==> config.mk <==
export PLATFORM = sky130hd
export DESIGN_NAME = pwm_pr
export DESIGN_NICKNAME = d
export VERILOG_FILES = /design/src/rtl/pwm_pr_pkg.sv /design/src/rtl/pwm_pr_hs.sv /design/src/rtl/pwm_pr.sv
export SDC_FILE = /design/constraint.sdc
export NUM_CORES = 1
export LEC_CHECK = 0
export ABC_AREA = 1
export CAP_MARGIN = 20
export CORE_MARGIN = 4
export CORE_UTILIZATION = 49
export CTS_CLUSTER_DIAMETER = 40
export DETAILED_ROUTE_END_ITERATION = 16
export PLACE_DENSITY = 0.79
export SYNTH_ARGS = -nofsm -noshare
export SYNTH_HDL_FRONTEND = slang
export SYNTH_SLANG_ARGS = --single-unit
==> constraint.sdc <==
create_clock -name clk -period 2.3 [get_ports clk]
set_input_delay 0.46 -clock clk [delete_from_list [all_inputs] [get_ports clk]]
set_output_delay 0.46 -clock clk [all_outputs]
set_load 0.005 [all_outputs]
==> src/rtl/pwm_pr_pkg.sv <==
// Shared types and helpers for the pwm_pr dithered PWM stage.
// Holds the duty-handshake state encoding, legal width range and the duty clamp.
package pwm_pr_pkg;

   typedef enum logic {
      IDLE = 1'b0,
      PEND = 1'b1
   } state_t;

   localparam int WIDTH_MIN = 4;
   localparam int WIDTH_MAX = 8;

   // Duty words above one full period (2^width codes) saturate to a full period.
   function automatic int unsigned sat_duty(input int unsigned duty, input int unsigned width);
      int unsigned full;
      full = 32'd1 << width;
      return (duty > full) ? full : duty;
   endfunction

endpackage

==> src/rtl/pwm_pr_hs.sv <==
// Single-entry duty holding register for pwm_pr: valid/ready intake, clamp,
// and the boundary mux that produces the effective duty for the current edge.
module pwm_pr_hs
   import pwm_pr_pkg::*;
#(
   parameter int          WIDTH = 8,
   parameter int unsigned SYNC  = 0
) (
   input  logic           clk,
   input  logic           rst_n,
   input  logic           inc,
   input  logic [WIDTH-1:0] cnt,
   input  logic [WIDTH:0] duty,
   input  logic           duty_vld,
   input  logic [WIDTH:0] act,
   output logic           duty_rdy,
   output logic [WIDTH:0] deff,
   output logic           bnd
);

   state_t         state;
   state_t         state_nxt;
   logic [WIDTH:0] pend;
   logic [WIDTH:0] duty_sat;
   logic           accept;
   logic           load;

   assign duty_sat = (WIDTH+1)'(sat_duty(32'(duty), WIDTH));
   assign bnd      = inc && (cnt == WIDTH'(SYNC));
   assign accept   = duty_vld && (state == IDLE);

   always_ff @(posedge clk or negedge rst_n) begin
      if (!rst_n) begin
         state <= IDLE;
      end else begin
         state <= state_nxt;
      end
   end

   always_comb begin
      state_nxt = state;
      case (state)
         IDLE:    if (accept && !bnd) state_nxt = PEND;
         PEND:    if (bnd) state_nxt = IDLE;
         default: state_nxt = IDLE;
      endcase
   end

   // A word accepted on the boundary edge itself bypasses the holding register.
   always_comb begin
      duty_rdy = (state == IDLE);
      load     = 1'b0;
      deff     = act;
      case (state)
         IDLE: begin
            load = accept && !bnd;
            if (bnd && accept) deff = duty_sat;
         end
         PEND: begin
            if (bnd) deff = pend;
         end
         default: begin
            load = 1'b0;
         end
      endcase
   end

   always_ff @(posedge clk or negedge rst_n) begin
      if (!rst_n) begin
         pend <= '0;
      end else if (load) begin
         pend <= duty_sat;
      end
   end

endmodule

==> src/rtl/pwm_pr.sv <==
// Dithered PWM / pulse-density stage comparing a pseudo-random counter against a duty word.
// Optional macro PWM_PR_PSTB_EN adds the registered period strobe output pstb.
module pwm_pr
   import pwm_pr_pkg::*;
#(
   parameter int          WIDTH    = 8,
   parameter int unsigned SYNC     = 0,
   parameter int unsigned DUTY_RST = 0
) (
   input  logic             clk,
   input  logic             rst_n,
   input  logic             inc,
   input  logic [WIDTH-1:0] cnt,
   input  logic [WIDTH:0]   duty,
   input  logic             duty_vld,
   output logic             duty_rdy,
`ifdef PWM_PR_PSTB_EN
   output logic             pstb,
`endif
   output logic             out,
   output logic [WIDTH:0]   act
);

   localparam logic [WIDTH:0] ACT_RST = (WIDTH+1)'(sat_duty(DUTY_RST, WIDTH));

   logic [WIDTH:0] deff;
   logic           bnd;

   if (WIDTH < WIDTH_MIN || WIDTH > WIDTH_MAX) begin : g_bad_width
      $error("pwm_pr: WIDTH must be within 4..8");
   end

   pwm_pr_hs #(
      .WIDTH (WIDTH),
      .SYNC  (SYNC)
   ) u_hs (
      .clk      (clk),
      .rst_n    (rst_n),
      .inc      (inc),
      .cnt      (cnt),
      .duty     (duty),
      .duty_vld (duty_vld),
      .act      (act),
      .duty_rdy (duty_rdy),
      .deff     (deff),
      .bnd      (bnd)
   );

   // The compare is done one bit wider than the counter so deff == 2^WIDTH is always high.
   always_ff @(posedge clk or negedge rst_n) begin
      if (!rst_n) begin
         out <= 1'b0;
         act <= ACT_RST;
      end else begin
         if (inc) out <= ({1'b0, cnt} < deff);
         if (bnd) act <= deff;
      end
   end

`ifdef PWM_PR_PSTB_EN
   always_ff @(posedge clk or negedge rst_n) begin
      if (!rst_n) begin
         pstb <= 1'b0;
      end else begin
         pstb <= bnd;
      end
   end
`endif

endmodule

==> parameters.txt, run 1 <==
Parameter                              Value

Synth
  Number of nets produced by synthesis    213
  Number of enable-type register cells in the synthesized netlist    0
  Commonest register cell after synthesis    dfrtp_1
  Gate count after technology mapping    185
  Per-instance average area after synthesis    7.34 um^2
  Top post-synthesis cells by count    60 x nand2_1, 22 x inv_1, 20 x dfrtp_1, 18 x nor2_1, 12 x nand3_1
  Sequential share of the synthesized area    0.368
  Top cells by area in the synthesized netlist    dfrtp_1 37%, nand2_1 17%, ha_1 6.4%
  Share of flip-flops with an asynchronous set or reset    1.00
  Synthesized cell area    ~1400 um^2
  Synthesis Warnings    0
  Count of distinct cell types in the synthesized netlist    25
  Seq cells post-synth    20
  Library cell with the highest instance count after synthesis    nand2_1
  Most area-hungry cell type in the Yosys netlist    dfrtp_1
  Top-area cell type share of the netlist area    0.368

Pwr
  Worst supply voltage drop on vdd    ~480 uV
  Power density of the placed cells    450 nW/um^2
  Overall power consumption    1.02 mW
  Leakage component of the power    1.14 nW

Detailed routing
  Violation count after the first detailed-routing iteration    131
  Routed WL per cell    17.3 um
  Routed via count divided by cell count    5.64
  Remaining antenna violation count after routing    0
  Count of TritonRoute iterations in the first routing pass    5
  Number of design rule violations left after detail routing    0
  Total Wirelength    approximately 5100 um
  Via total after detailed routing    1648

Final layout
  Final layout net count    roughly 290
  Relative area change from synthesis to final layout    66.4%
  Share of cells above drive strength 1    0.447
  Number of fill cells    117
  Number of diodes    0
  Final cell area excluding filler cells    2260 um^2

Clock tree
  Root buffer cell    clkbuf_4
  TritonCTS sink count    20
  Clock buffer depth    2
  Number of H-tree levels    1
  CTS tree    built
  Clock slew at the register clock pins of the worst setup and hold paths    between 0.1 and 0.15 ns
  Number of clock buffers inserted by TritonCTS    3
  Clock latency on the worst-skew pair    0.31 ns
  Count of hold-fix buffers inserted at cts    0

Die
  Area of the core region    2570 um^2
  Number of rows in the core area    18
  Die boundary width    60.7 um
  Die Footprint    around 3700 um^2
  Die Span Y    60.7 um
  I/O pin cnt    32
  Effective utilization at floorplan    0.529

GRT
  GR Overflow Total    0
  First-pass GRT wire length    7030 um
  Antenna violations before repair    0
  Maximum number of pins on one net before global-route repair    21
  Global-route total usage across every layer    0.260
  Vias in the first global route    1564

Critical path
  Critical path depth    17
  Cell with the largest stage delay on the worst path    ha_4
  Kind of capture point of the worst setup path    flop
  Worst flop-to-flop path endpoint    out
  Launching element of the worst setup path    duty[6]
  Buffering stage count on the worst path with inverters included    2
  Worst setup path endpoint    out
  Critical path launch point type    primary input
  Startpoint of the worst register-to-register path    u_hs.state
  Maximum fanout along the worst path    4
  Crit path cell chain    dlygate4sd2_1 -> nor2_1 -> nand2_1 -> nor2_4 -> nor2_4 -> nor2_4 -> a21oi_2 -> a32oi_2 -> inv_2 -> ha_4 -> a21oi_1 -> o21bai_1 -> nand3_1 -> nand2_1 -> nor2_1 -> nand2_1 -> nand2_1
  Minimum setup slack among reg-to-reg paths    roughly 0.05 ns
  Cell type with the highest occurrence count on the critical path    nand2_1
  Worst stage delay on the critical path    around 0.27 ns
  Worst setup path category    primary input to flop
  Signal arrival time at the worst endpoint    ~2.5 ns
  CP Data Required Time    2.52 ns
  Number of cells on the worst reg-to-reg path    14
  Dominant delay contributor by cell family on the critical path    simple AND/OR/NAND/NOR gates

Job
  Max capacitance violation total    0

Run status
  Run status    finished clean

Place
  Placed Instance Area    1930 um^2
  Post-Place Worst Slack    -0.563 ns
  Quantity of I/O buffers inserted on ports    31
  Final weighted congestion in routability-driven placement    0.932
  Post-DP HPWL    just under 3000 um

Timing
  Clock period minus final worst setup slack    2.27 ns
  Total count of max-transition violations in the final report    0
  Final Hold Fails    0
  Worst slew pin tran    approximately 0.32 ns
  Final number of setup-violating endpoints    0
  Post-route clock period utilization    0.989
  Max Freq    0.440 GHz
  Final worst hold slack    0.432 ns
  Clock skew after layout    0.000880 ns
  Slew margin rel.    0.786
  Worst path setup slack after routing    0.0254 ns

Min path
  Min-delay worst type    primary input to flop
[sequential cells by signal, summed over array words and instances (netlist names)]
register    flops
act             9
u_hs.pend       9
out             1
u_hs.state      1
[tightest hold or removal path, cell delays in order]
cell and delay [ns]:
clkbuf_2 0.10, inv_2 0.05, nand2_1 0.06, nand2_1 0.05
[report_power, final]
part           switching [mW]  internal (mW)
Sequential             0.0260          0.383
Clock                   0.118         0.0968
Combinational           0.186          0.209
[how the worst min path moves through the flow]
stage | start | end | slack, ns | cells after the start
after floorplan | rst_n | act[0] | 0.16 | 0
final | inc | out | 0.43 | 4
after detailed placement | u_hs.pend[6] | u_hs.pend[6] | 0.47 | 2
after CTS | u_hs.pend[6] | u_hs.pend[6] | 0.49 | 2
after global routing | inc | out | 0.44 | 4
after global placement | u_hs.pend[0] | u_hs.pend[0] | 0.46 | 2
[layer usage]
layer / global-route usage / vias up / wire, um / share of wire
met2: 0.473 / 87 / 2660 / 0.53
met1: 0.307 / 795 / 1900 / 0.38
met3: 0.0553 / 24 / 321 / 0.063
met4: 0.0743 / 0 / 180 / 0.036
li1: - / 742 / - / -
met5: 0 / - / 0 / 0
[stage by stage]
step	setup TNS (ns)	instances	utilization
2_1_floorplan	0	185	-
3_3_place_gp	-0.504	275	0.750
3_5_place_dp	-0.563	275	0.750
4_1_cts	0	284	0.803
5_1_grt	-0.0880	292	0.881
6_report	0	292	0.881
[timing repair]
item / CTS / global route
endpoints found under the setup margin: 1 / 2
gates cloned: 2 / 0
buffers inserted: 3 / 8
pin swaps: 26 / 34
gates resized for setup: 43 / 46
[layout make-up]
type                            count  area (um^2)  area share
Clock buffer                        4         36.3      0.0160
Multi-Input combinational cell    133          941       0.416
Inverter                           28          114      0.0504
Sequential cell                    20          500       0.221
Timing Repair Buffer               77          632       0.279
Tap cell                           30         37.5      0.0166
[kinds of logic (layout without fill, tap and decap cells)]
logic type | after synthesis | count (layout) | share of synthesized area
adders and majority gates | 7 | 7 | 0.0645
and+or+nand+nor | 102 | 103 | 0.345
buffers and inverters | 33 | 109 | 0.104
DFF | 20 | 20 | 0.368
AOI/OAI and AO/OA | 23 | 23 | 0.118
[cell usage in the layout (no fill, tap or decap), types with 2 or more instances in the layout]
cell / count
nand2_1: 57
buf_4: 44
dfrtp_1: 20
inv_1: 13
inv_2: 13
clkdlybuf4s50_1: 12
nor2_1: 9
nor2_4: 8
nand3_1: 8
dlygate4sd2_1: 8
nor2_2: 7
a21oi_1: 6
nand3_2: 5
a32oi_2: 5
ha_4: 5
clkbuf_2: 5
nand2_2: 4
o21ai_1: 4
clkdlybuf4s15_1: 4
clkbuf_4: 3
a21oi_2: 2
o21ai_2: 2
buf_6: 2
No activity file was read; power rests on OpenSTA's default activity.
==> inputs of run 2 (changes only) <==
--- a/config.mk
+++ b/config.mk
@@ -7,11 +7,13 @@
 export LEC_CHECK = 0
 export ABC_AREA = 1
 export CAP_MARGIN = 20
+export CELL_PAD_IN_SITES_DETAIL_PLACEMENT = 1
+export CELL_PAD_IN_SITES_GLOBAL_PLACEMENT = 1
 export CORE_MARGIN = 4
-export CORE_UTILIZATION = 49
+export CORE_UTILIZATION = 35
 export CTS_CLUSTER_DIAMETER = 40
 export DETAILED_ROUTE_END_ITERATION = 16
-export PLACE_DENSITY = 0.79
+export PLACE_DENSITY_LB_ADDON = 0.1
 export SYNTH_ARGS = -nofsm -noshare
 export SYNTH_HDL_FRONTEND = slang
 export SYNTH_SLANG_ARGS = --single-unit
==> run 2 against run 1 <==
  * The run now ends with negative setup slack left
  * Hold slack gained 0.059 ns
  * Total power grew 12%
  * Via count grew 11%
  * Non-clock buffer count grew 23
  * Critical path type unchanged
==> parameters.txt, run 2 (synthesis results as in run 1) <==
Parameter                              Value

Run status
  Run status    complete, but fails checks
  Violated checks    negative setup slack

Pwr
  Share of total power in the clock network    0.223
  Internal    around 0.75 mW
  Worst supply voltage drop on vdd    311 uV
  Sequential share of power    0.368
  Logic pwr share    0.409
  Switching power share of the total    0.345
  Leakage component of the power    1.29 nW
  Net switching power of the design    ~0.39 mW
  Power density of the placed cells    451 nW/um^2

Min path
  End of the worst hold path    u_hs.pend[1]
  Min-delay worst type    flop to flop
  Worst hold path stage count    2
  Worst hold path startpoint    u_hs.pend[1]

Critical path
  Maximum fanout along the worst path    4
  Critical path launch point type    primary input
  Signal arrival time at the worst endpoint    2.51 ns
  Worst setup path category    primary input to flop
  Crit path cell chain    clkbuf_2 -> nor2_1 -> nand2_2 -> nor2_4 -> nor2_4 -> nor2_2 -> nand2_1 -> a32oi_2 -> inv_1 -> ha_1 -> nand3_2 -> inv_1 -> nand3_1 -> nor2_1 -> nor2_1 -> nand2_1 -> nand2_1
  Cell with the largest stage delay on the worst path    ha_1
  Dominant delay contributor by cell family on the critical path    simple AND/OR/NAND/NOR gates
  CP Data Required Time    ~2.5 ns
  Buffering stage count on the worst path with inverters included    3
  Kind of capture point of the worst setup path    flop
  Worst flop-to-flop path endpoint    out
  Startpoint of the worst register-to-register path    u_hs.state
  Worst stage delay on the critical path    approximately 0.31 ns
  Number of cells on the worst reg-to-reg path    11
  Minimum setup slack among reg-to-reg paths    -0.02 ns

Detailed routing
  Number of design rule violations left after detail routing    0
  Violation count after the first detailed-routing iteration    136
  Remaining antenna violation count after routing    0
  Via total after detailed routing    1825
  Total Wirelength    7820 um
  Routed WL per cell    around 23 um
  Routed via count divided by cell count    approximately 5.5
  Count of TritonRoute iterations in the first routing pass    4

Place
  Quantity of I/O buffers inserted on ports    31
  Post-DP HPWL    3480 um
  Final weighted congestion in routability-driven placement    0.817
  Placed Instance Area    between 1500 and 2000 um^2

Clock tree
  Number of H-tree levels    1
  Clock buffer depth    2
  Number of clock buffers inserted by TritonCTS    3
  TritonCTS sink count    20
  CTS tree    built
  Root buffer cell    clkbuf_8
  Clock slew at the register clock pins of the worst setup and hold paths    0.09 ns
  Clock latency on the worst-skew pair    0.28 ns

Die
  Die Footprint    4940 um^2
  Die Span Y    between 70 and 80 um
  Die boundary width    70.3 um
  Area of the core region    3720 um^2
  Number of rows in the core area    22
  Effective utilization at floorplan    0.366
  I/O pin cnt    32

Timing
  Worst path setup slack after routing    -0.0320 ns
  Clock period minus final worst setup slack    2.33 ns
  RSZ-0062 raised after global routing    yes
  Slew margin rel.    0.742
  Post-route clock period utilization    1.01
  Total count of max-transition violations in the final report    0
  Final number of setup-violating endpoints    2
  Clock skew after layout    0.0118 ns
  Final Hold Fails    0
  Max Freq    0.429 GHz
  Worst slew pin tran    0.386 ns

Final layout
  Area taken by multi-input logic gates    997 um^2
  Largest registers ranked by flip-flop count    act: 9 flops, u_hs.pend: 9 flops
  Final layout net count    around 320
  Final cell area excluding filler cells    2530 um^2
  Final cell utilization of the core    0.680
  Most common cell after layout, fill and taps aside    buf_4
  Highest-count cells in the layout ignoring fill and taps    66 x buf_4, 51 x nand2_1, 19 x dfrtp_1, 15 x inv_1, 12 x clkdlybuf4s50_1
  Share of cells above drive strength 1    0.551
  Area used by sequential logic in the layout    about 500 um^2
  Number of diodes    0
  Number of fill cells    430
  Relative area change from synthesis to final layout    86.0%

GRT
  First-pass GRT wire length    9900 um
  Maximum number of pins on one net before global-route repair    21
  Global-route total usage across every layer    0.260
  GR Overflow Total    0
  Antenna violations before repair    0
  Vias in the first global route    a little under 2000

Job
  Max capacitance violation total    0
-- run 2: changes by cell type in the layout (fill, tap and decap cells not counted), moves of 3 or more --
cell,delta
buf_4,+22
buf_2,+6
buf_6,+6
dlygate4sd2_1,-6
nand2_1,-6
clkdlybuf4s15_1,-4
clkbuf_4,-3
inv_2,-3
nand2_2,+3
nand2_4,+3
nor2_2,-3
nor2_4,+3
-- run 2: tightest hold or removal path: cells and delay by family (launching register included) --
kind	cells	cell delay, ns
DFF	1	0.35
and+or+nand+nor	2	0.11
-- run 2: what timing repair did --
action | CTS | global route
setup endpoints to repair | 1 | 1
cloned | 1 | 1
setup buffers | 24 | 12
hold buffers | 0 | 0
pin swaps | 34 | 37
gates resized for setup | 88 | 61
-- run 2: how the worst max path moves through the flow --
stage,startpoint,to,cells after the start
after CTS,duty[6],out,17
after detailed placement,cnt[7],out,17
after floorplan,cnt[5],out,17
after global placement,cnt[5],out,17
after global routing,duty[5],out,17
final,duty[5],out,17
-- run 2: layout make-up --
class | instances | share of cell area
Sequential cell | 20 | 0.199
Multi-Input combinational cell | 133 | 0.395
Timing Repair inverter | 1 | 0.00198
Clock buffer | 3 | 0.0163
Tap cell | 48 | 0.0238
Inverter | 28 | 0.0470
Timing Repair Buffer | 100 | 0.318
-- run 2: through the flow --
stage                     cells  worst slack (ns)  hold WS, ns  setup TNS (ns)  power, mW
after global routing        333            -0.151        0.522          -0.185       1.20
after floorplan             185            0.0739        0.164               0      0.530
after detailed placement    292            -0.712        0.473          -0.712      0.710
final                       333           -0.0320        0.491         -0.0570       1.14
after CTS                   320           0.00200        0.490               0       1.00
after global placement      292            -0.632        0.463          -0.632      0.695
-- run 2: routing by layer --
metal | vias to the layer above | track usage | part of all wire | wire, um
li1 | 788 | - | - | -
met1 | 917 | 0.290 | 0.40 | 3110
met2 | 86 | 0.472 | 0.49 | 3840
met3 | 34 | 0.0547 | 0.059 | 462
met4 | 0 | 0.109 | 0.052 | 404
met5 | - | 0 | 0 | 0
-- run 2: power by group through the flow --
| stage | Sequential (mW) | Clock, mW | Combinational (mW) |
|---|---|---|---|
| 2_1_floorplan | 0.411 | 0 | 0.119 |
| 3_3_place_gp | 0.413 | 0 | 0.282 |
| 3_5_place_dp | 0.414 | 0 | 0.296 |
| 4_1_cts | 0.408 | 0.237 | 0.359 |
| 5_1_grt | 0.422 | 0.271 | 0.503 |
| 6_report | 0.419 | 0.255 | 0.467 |
==> inputs of run 3 (changes only) <==
--- a/config.mk
+++ b/config.mk
@@ -12,6 +12,7 @@
 export CORE_MARGIN = 4
 export CORE_UTILIZATION = 35
 export CTS_CLUSTER_DIAMETER = 40
+export CTS_CLUSTER_SIZE = 8
 export DETAILED_ROUTE_END_ITERATION = 16
 export PLACE_DENSITY_LB_ADDON = 0.1
 export SYNTH_ARGS = -nofsm -noshare
==> results of run 3 <==
The final DEF is identical to that of run 2; final timing and power are the same.
